$ cat src/rtl/bcd_pkg.sv
// Shared BCD constants and helpers for the cascaded BCD counter.
package bcd_pkg;

  localparam int unsigned BCD_W      = 4;
  localparam int unsigned BCD_MAX_DIG = 8;
  localparam logic [3:0]  BCD_MAX    = 4'd9;

  // True when each of the low n_digits nibbles of v holds a decimal digit.
  function automatic logic bcd_valid(input logic [31:0] v, input int unsigned n_digits);
    logic ok;
    ok = 1'b1;
    for (int unsigned i = 0; i < BCD_MAX_DIG; i++) begin
      if ((i < n_digits) && (v[i*BCD_W +: BCD_W] > BCD_MAX)) ok = 1'b0;
    end
    return ok;
  endfunction

endpackage

$ cat src/rtl/bcd_digit.sv
// One BCD digit register with clear, parallel load and up/down step.
// Ports: clk, rst (sync, active-high), clr, load/load_nib, step, up_dn;
//        q_nib (registered digit), is_max (==9), is_min (==0).
module bcd_digit
  import bcd_pkg::*;
(
  input  logic       clk,
  input  logic       rst,
  input  logic       clr,
  input  logic       load,
  input  logic [3:0] load_nib,
  input  logic       step,
  input  logic       up_dn,
  output logic [3:0] q_nib,
  output logic       is_max,
  output logic       is_min
);

  logic [3:0] nib_q, nib_d;

  // Next digit value: clear beats load beats step.
  always_comb begin
    nib_d = nib_q;
    if (clr) begin
      nib_d = 4'd0;
    end else if (load) begin
      nib_d = load_nib;
    end else if (step) begin
      if (up_dn) nib_d = (nib_q == BCD_MAX) ? 4'd0 : nib_q + 4'd1;
      else       nib_d = (nib_q == 4'd0) ? BCD_MAX : nib_q - 4'd1;
    end
  end

  always_ff @(posedge clk) begin
    if (rst) nib_q <= 4'd0;
    else     nib_q <= nib_d;
  end

  assign q_nib  = nib_q;
  assign is_max = (nib_q == BCD_MAX);
  assign is_min = (nib_q == 4'd0);

endmodule

$ cat src/rtl/bcd_cascade_counter.sv
// N-digit cascaded BCD counter with programmable terminal count,
// up/down, wrap or stop-at-end mode, validated parallel load.
// Ports: clk, rst (sync, active-high), clr, ena, up_dn, load, load_val;
//        q (registered count), dig_ena (comb ripple), tc (comb terminal),
//        wrap/done/load_err (registered status).
module bcd_cascade_counter
  import bcd_pkg::*;
#(
  parameter int unsigned N_DIGITS  = 4,
  parameter logic [31:0] TERMINAL  = 32'h0000_9675,
  parameter bit          STOP_MODE = 1'b0
) (
  input  logic                  clk,
  input  logic                  rst,
  input  logic                  clr,
  input  logic                  ena,
  input  logic                  up_dn,
  input  logic                  load,
  input  logic [N_DIGITS*4-1:0] load_val,
  output logic [N_DIGITS*4-1:0] q,
  output logic [N_DIGITS-1:0]   dig_ena,
  output logic                  tc,
  output logic                  wrap,
  output logic                  done,
  output logic                  load_err
);

  localparam int unsigned W    = N_DIGITS * BCD_W;
  localparam logic [W-1:0] TERM = TERMINAL[W-1:0];

  // Elaboration-time parameter sanity.
  if ((N_DIGITS < 1) || (N_DIGITS > BCD_MAX_DIG)) begin : g_bad_ndig
    $error("N_DIGITS must be 1..8");
  end
  if (!bcd_valid(TERMINAL, N_DIGITS)) begin : g_bad_term
    $error("TERMINAL has a nibble above 9");
  end

  logic [N_DIGITS-1:0] is_max, is_min;
  logic                wrap_q, wrap_d;
  logic                done_q, done_d;
  logic                load_err_q, load_err_d;
  logic                count_go, term_evt, load_ok;
  logic                dig_clr, dig_load;

  // Enable ripple: digit i steps when every lower digit is at its rollover value.
  always_comb begin
    logic run;
    run = ena;
    for (int unsigned i = 0; i < N_DIGITS; i++) begin
      dig_ena[i] = run;
      run = run & (up_dn ? is_max[i] : is_min[i]);
    end
  end

  assign tc = up_dn ? (q == TERM) : (q == '0);

  assign load_ok  = bcd_valid(32'(load_val), N_DIGITS) && (load_val <= TERM);
  assign count_go = ena & ~clr & ~load & ~done_q;
  assign term_evt = count_go & tc;

  // Terminal events reuse the clear/load paths so no out-of-range value is registered.
  assign dig_clr  = clr | (term_evt & up_dn & ~STOP_MODE);
  assign dig_load = (load & load_ok) | (term_evt & ~up_dn & ~STOP_MODE);

  for (genvar i = 0; i < N_DIGITS; i++) begin : g_digit
    bcd_digit u_digit (
      .clk      (clk),
      .rst      (rst),
      .clr      (dig_clr),
      .load     (dig_load),
      .load_nib (load ? load_val[i*BCD_W +: BCD_W] : TERM[i*BCD_W +: BCD_W]),
      .step     (dig_ena[i] & count_go & ~tc),
      .up_dn    (up_dn),
      .q_nib    (q[i*BCD_W +: BCD_W]),
      .is_max   (is_max[i]),
      .is_min   (is_min[i])
    );
  end

  // Status next-state.
  always_comb begin
    wrap_d     = term_evt;
    load_err_d = ~clr & load & ~load_ok;
    done_d     = done_q;
    if (clr)                  done_d = 1'b0;
    else if (load)            done_d = load_ok ? 1'b0 : done_q;
    else if (STOP_MODE && term_evt) done_d = 1'b1;
  end

  always_ff @(posedge clk) begin
    if (rst) begin
      wrap_q     <= 1'b0;
      done_q     <= 1'b0;
      load_err_q <= 1'b0;
    end else begin
      wrap_q     <= wrap_d;
      done_q     <= done_d;
      load_err_q <= load_err_d;
    end
  end

  assign wrap     = wrap_q;
  assign done     = done_q;
  assign load_err = load_err_q;

endmodule

$ cat config.mk
export PLATFORM = sky130hd
export DESIGN_NAME = bcd_cascade_counter
export DESIGN_NICKNAME = d
export VERILOG_FILES = /design/src/rtl/bcd_pkg.sv /design/src/rtl/bcd_digit.sv /design/src/rtl/bcd_cascade_counter.sv
export SDC_FILE = /design/constraint.sdc
export NUM_CORES = 1
export LEC_CHECK = 0
export BUFFER_PORTS_ARGS = -buffer_cell sky130_fd_sc_hd__buf_4
export CAP_MARGIN = 20
export CORE_MARGIN = 2
export CORE_UTILIZATION = 40
export DETAILED_ROUTE_END_ITERATION = 6
export PLACE_DENSITY = 0.61
export SETUP_SLACK_MARGIN = 0.05
export SYNTH_ARGS = -nofsm -noshare
export SYNTH_HDL_FRONTEND = slang
export SYNTH_HIERARCHICAL = 1
export SYNTH_SLANG_ARGS = --single-unit
$ cat constraint.sdc
create_clock -name clk -period 3.03 [get_ports clk]
set_input_delay 0.1515 -clock clk [delete_from_list [all_inputs] [get_ports clk]]
set_output_delay 0.1515 -clock clk [all_outputs]
set_load 0.02 [all_outputs]
==> results of run 1 <==
[worst max-delay path: stages (launching register included)]
cell and delay, ps:
dfxtp_1 560, or4_1 220, nor4_4 50, and4_1 240
a221o_2 580, buf_4 260, and2b_1 150, or4_1 400
a31oi_1 150
[cells in the final DEF (no fill, tap or decap), types with 3 or more instances in the layout]
master and count:
buf_4 59, nor2_1 25, inv_1 19, dfxtp_1 18, a21oi_1 17, nand2b_1 13, o21ai_0 13, xnor2_1 12
nand2_1 10, nor3_1 10, nor4_2 9, and2b_1 9, and2_1 8, nand3b_1 8, a31oi_1 8, a2111oi_2 8
or4_1 6, nand3_1 5, nand4_1 4, clkbuf_8 4, and2b_2 4, o21bai_1 4, o22ai_1 4, a311oi_1 4
nand4b_1 4, o31ai_2 4, nor4bb_1 3, and3_1 3
[cell type report]
cell class,instances,share of cell area [%]
inverter,19,2.83
timing repair buffer,59,17.6
clock buffer,4,2.18
sequential,18,14.3
tap,70,3.47
multi-input combinational,213,59.7
[metal layers]
metal | global-route usage [%] | part of all wire, % | vias to the layer above
met5 | 0 | 0 | -
li1 | - | - | 1082
met1 | 29.0 | 49 | 970
met2 | 28.7 | 43 | 74
met3 | 3.84 | 6.6 | 5
met4 | 4.74 | 0.88 | 0
[where the power goes]
part           total (mW)  switching [mW]  internal (mW)
Combinational       0.246           0.136          0.110
Sequential          0.258          0.0142          0.244
Clock               0.210          0.0941          0.116
Total               0.714           0.244          0.470
[state kept, by name, summed over array words and instances, names as in the netlist]
name	flops
g_digit.u_digit/q_nib	16
load_err	1
wrap	1
[path summary, 6_finish.rpt]
check	endpoint	startpoint	slack [ps]	cells past startpoint
worst min register to register	g_digit[3].u_digit/q_nib[2]	g_digit[3].u_digit/q_nib[1]	660	2
worst max register to register	g_digit[3].u_digit/q_nib[2]	g_digit[3].u_digit/q_nib[1]	340	8
worst min-delay path	load_err	clr	250	3
worst max-delay path	g_digit[3].u_digit/q_nib[2]	g_digit[3].u_digit/q_nib[1]	340	8
==> reports/qor.txt, run 1 <==
Run status = completed
Period minus WS final = 2690 ps
Hold WS = 253 ps
Fill cell count = 540
Port-buffer cells = 44
Vias in the first global route = 1952
Final net count = 336
Starting density of the core = 42.0%
Hold_buf cts = 0
Yosys warning count = 6
Vias = 2131
H-Tree Level Count = 1
CP required = 3220 ps
Area growth from synthesis to layout = 15.4%
Max frequency = 372 MHz
Post-Route WL = 5790 microns
Slew @ Worst Pin = 508 ps
Total Die Area = 0.00607 sq mm
Largest net degree at the start of global routing = 25
Hold/Removal Path Class = in2reg
Worst Path Class, Setup = reg2reg
Max_cap viols = 0
Setup ws final = 342 ps
Final std cell area, no fill = 0.00252 sq mm
Pwr Total = 714 uW
CORE AREA = 0.00520 sq mm
Area after DPL = 0.00247 sq mm
Footprint of the multi-input gates = 0.00150 sq mm
Final setup vio count = 0
Fin. max-slew vios = 0
WL/cell = 15.1 microns
Fin Setup TNS = 0 ps
Maximum clock insertion buffer count = 2
Post-DP HPWL = 4240 microns
# rows = 26
Number of diodes = 0
DRC Markers = 0
Die Ht = 77.9 microns
1st-iter DRT viols = 153
Avg Inst Size Synth = 7.89 sq um
Dpl cells = 379
CTS tree = yes
Slew headroom = 66.1%
GP Congestion = 0.807
Clock slew at reported path FFs = 80 ps
CP endpoint kind = register
Clock sink count = 18
Dpl ws = 391 ps
Cts repair resizes = 0
Synth Instances = 277
DR pass1 iterations = 4
Peak supply drop = 0.197 mV
Post-Synthesis Cell Area = 0.00218 sq mm
Worst-Skew Late Latency = 260 ps
Startpoint Class = register
Root buf cell = clkbuf_8
Mapped Nets = 299
Clock Skew = 2.70 ps
Layout cells sized above 1 = 30.0%
PwrDens = 283 mW/mm^2
Ports = 46
Worst Path Max Fanout = 24
Static leakage = 0.972 nW
Register area = 360 sq um
Antenna violations before repair = 0
Finished Layout Cells = 383
CTS buffer count = 3
Setup Fix Bufs, Post-CTS = 0
RSZ-0062 raised after global routing = false
Die span in x = 77.9 microns
Finished Core Util = 48.4%
Final hold violation count = 0
Final period utilization = 88.7%
Total track usage = 19.5%
Post-DRT Antenna Nets = 0
Grt total ovfl = 0
Vias/cell = 5.56
Critical Path AT = 2880 ps
Global-route wire length before repair = 9650 microns
(Power assumes the default switching activity.)
==> run 2: changes to the inputs <==
--- a/constraint.sdc
+++ b/constraint.sdc
@@ -3,2 +3,2 @@
 set_output_delay 0.1515 -clock clk [all_outputs]
-set_load 0.02 [all_outputs]
+set_load 0.1 [all_outputs]
==> run 2 against run 1 <==
  * Cell area decreased by 1.0%
  * Setup slack gained 78 ps
  * Via count is 2.6% lower
  * Routed wire length shrank 4.2%
  * Sequential share of layout area is 0.90 points higher
  * Utilization is 0.50 points lower
  * Critical path type unchanged
  * Highest routed layer unchanged
==> reports/qor.txt, run 2 (synthesis results as in run 1) <==
Die Ht = 77.9 microns (unchanged)
Hold/Removal Path Class = in2reg (unchanged)
Period minus WS final = 2610 ps (was 2690 ps)
CP endpoint kind = register (unchanged)
Peak supply drop = 0.146 mV (was 0.197 mV)
Combinational Power Share = 40.5% (was 34.5%)
Commonest cells after routing, fill and taps aside = buf_4, nor2_1, inv_1, a21oi_1, dfxtp_2 (was buf_4, nor2_1, inv_1, dfxtp_1, a21oi_1)
GP Congestion = 0.811 (was 0.807)
Post-Route WL = 5550 microns (was 5790 microns)
Post-DP HPWL = 3990 microns (was 4240 microns)
Total Die Area = 0.00607 sq mm (unchanged)
CTS buffer count = 3 (unchanged)
DR pass1 iterations = 4 (unchanged)
Root buf cell = clkbuf_8 (unchanged)
Fin Setup TNS = 0 ps (unchanged)
Critical Path AT = 2790 ps (was 2880 ps)
Antenna violations before repair = 0 (unchanged)
Clock sink count = 18 (unchanged)
Clock network power share = 25.2% (was 29.4%)
Startpoint Class = register (unchanged)
Clock slew at reported path FFs = 70 ps (was 80 ps)
Int Pwr = 470 uW (about the same)
Cell family with most CP delay = simple AND/OR/NAND/NOR gates (unchanged)
Worst Path Max Fanout = 20 (was 24)
# rows = 26 (unchanged)
Total track usage = 17.9% (was 19.5%)
Sequential Power Share = 34.3% (was 36.1%)
Port-buffer cells = 44 (unchanged)
Run status = completed (unchanged)
WL/cell = 14.8 microns (was 15.1 microns)
Worst-Skew Late Latency = 250 ps (was 260 ps)
Vias = 2075 (was 2131)
Final setup vio count = 0 (unchanged)
Post-DRT Antenna Nets = 0 (unchanged)
Cts repair resizes = 0 (unchanged)
Clock Skew = 2.83 ps (was 2.70 ps)
Maximum clock insertion buffer count = 2 (unchanged)
Largest net degree at the start of global routing = 25 (unchanged)
Crit path max-delay cell type = or4_1 (was a221o_2)
Layout cells sized above 1 = 34.1% (was 30.0%)
Final period utilization = 86.1% (was 88.7%)
Static leakage = 0.942 nW (was 0.972 nW)
Grt total ovfl = 0 (unchanged)
Max frequency = 383 MHz (was 372 MHz)
Switch share = 40.5% (was 34.2%)
Final net count = 328 (was 336)
CTS tree = yes (unchanged)
Area after DPL = 0.00244 sq mm (was 0.00247 sq mm)
Setup Fix Bufs, Post-CTS = 0 (unchanged)
Max reg flops = 16 (unchanged)
Max_cap viols = 0 (unchanged)
Fill cell count = 555 (was 540)
Final hold violation count = 0 (unchanged)
Area growth from synthesis to layout = 14.2% (was 15.4%)
PwrDens = 316 mW/mm^2 (was 283 mW/mm^2)
Commonest non-fill, non-tap cell in the layout = buf_4 (unchanged)
Number of diodes = 0 (unchanged)
CP required = 3210 ps (was 3220 ps)
CORE AREA = 0.00520 sq mm (unchanged)
Vias in the first global route = 1838 (was 1952)
RSZ-0062 raised after global routing = false (unchanged)
Vias/cell = 5.53 (was 5.56)
Ports = 46 (unchanged)
Worst path cell trace = or4_1 > nor4_4 > and4_1 > a221o_2 > nor3_1 > or4_1 > a31oi_1 (was or4_1 > nor4_4 > and4_1 > a221o_2 > buf_4 > and2b_1 > or4_1 > a31oi_1)
DRC Markers = 0 (unchanged)
Crit path top cell by count = or4_1 (unchanged)
1st-iter DRT viols = 126 (was 153)
Global-route wire length before repair = 9000 microns (was 9650 microns)
Psw = 320 uW (was 244 uW)
H-Tree Level Count = 1 (unchanged)
Fin. max-slew vios = 0 (unchanged)
Crit path buffers/inverters = 0 (was 1)
Starting density of the core = 42.0% (unchanged)
Worst Path Class, Setup = reg2reg (unchanged)
Final std cell area, no fill = 0.00249 sq mm (was 0.00252 sq mm)
Dpl cells = 371 (was 379)
Die span in x = 77.9 microns (unchanged)
Finished Layout Cells = 375 (was 383)
Finished Core Util = 47.9% (was 48.4%)
CP max stage delay = 590 ps (was 580 ps)
Hold_buf cts = 0 (unchanged)
run 2: cell types whose count changed in the layout (fill, tap and decap cells not counted):
| cell | before | now |
|---|---|---|
| dfxtp_1 | 18 | 3 |
| dfxtp_2 | 0 | 15 |
| buf_4 | 59 | 51 |
| nor2_1 | 25 | 24 |
| nor2_2 | 0 | 1 |
| nor2b_1 | 1 | 0 |
| nor2b_4 | 0 | 1 |
| nor3b_1 | 1 | 0 |
| nor3b_2 | 1 | 2 |
run 2: stage by stage:
stage | setup slack, ps | hold slack, ps | total power, mW
floorplan | -24.9 | 218 | 0.531
global placement | 510 | 542 | 0.593
detailed placement | 455 | 541 | 0.595
CTS | 436 | 266 | 0.797
global route | 264 | 265 | 0.833
finish | 420 | 266 | 0.789
run 2: final cells by class:
cell class	count	area, sq um	area share [%]
tap	70	87.6	3.51
inverter	19	71.3	2.86
timing repair buffer	51	383	15.3
sequential	18	379	15.2
multi-input combinational	213	1520	60.9
clock buffer	4	55.1	2.21
run 2: routing by layer:
layer / vias to the layer above / GRT usage (%) / part of all wire, %
met2: 46 / 26.6 / 44
met1: 966 / 27.3 / 51
li1: 1059 / - / -
met3: 4 / 1.40 / 4.2
met5: - / 0 / 0
met4: 0 / 5.26 / 0.90
run 2: worst paths after layout:
check / start / end / slack, ps / cells after the start
setup reg to reg: g_digit[2].u_digit/q_nib[0] / g_digit[1].u_digit/q_nib[2] / 420 / 7
setup / recovery: g_digit[2].u_digit/q_nib[0] / g_digit[1].u_digit/q_nib[2] / 420 / 7
hold / removal: rst / g_digit[0].u_digit/q_nib[3] / 270 / 2
hold reg to reg: g_digit[3].u_digit/q_nib[1] / g_digit[3].u_digit/q_nib[2] / 570 / 2
run 2: power by group through the flow:
stage,logic (mW),registers (mW),clock network [mW]
floorplan,0.218,0.313,0
global placement,0.318,0.276,0
detailed placement,0.319,0.276,0
CTS,0.320,0.271,0.206
global route,0.341,0.273,0.218
finish,0.320,0.271,0.199
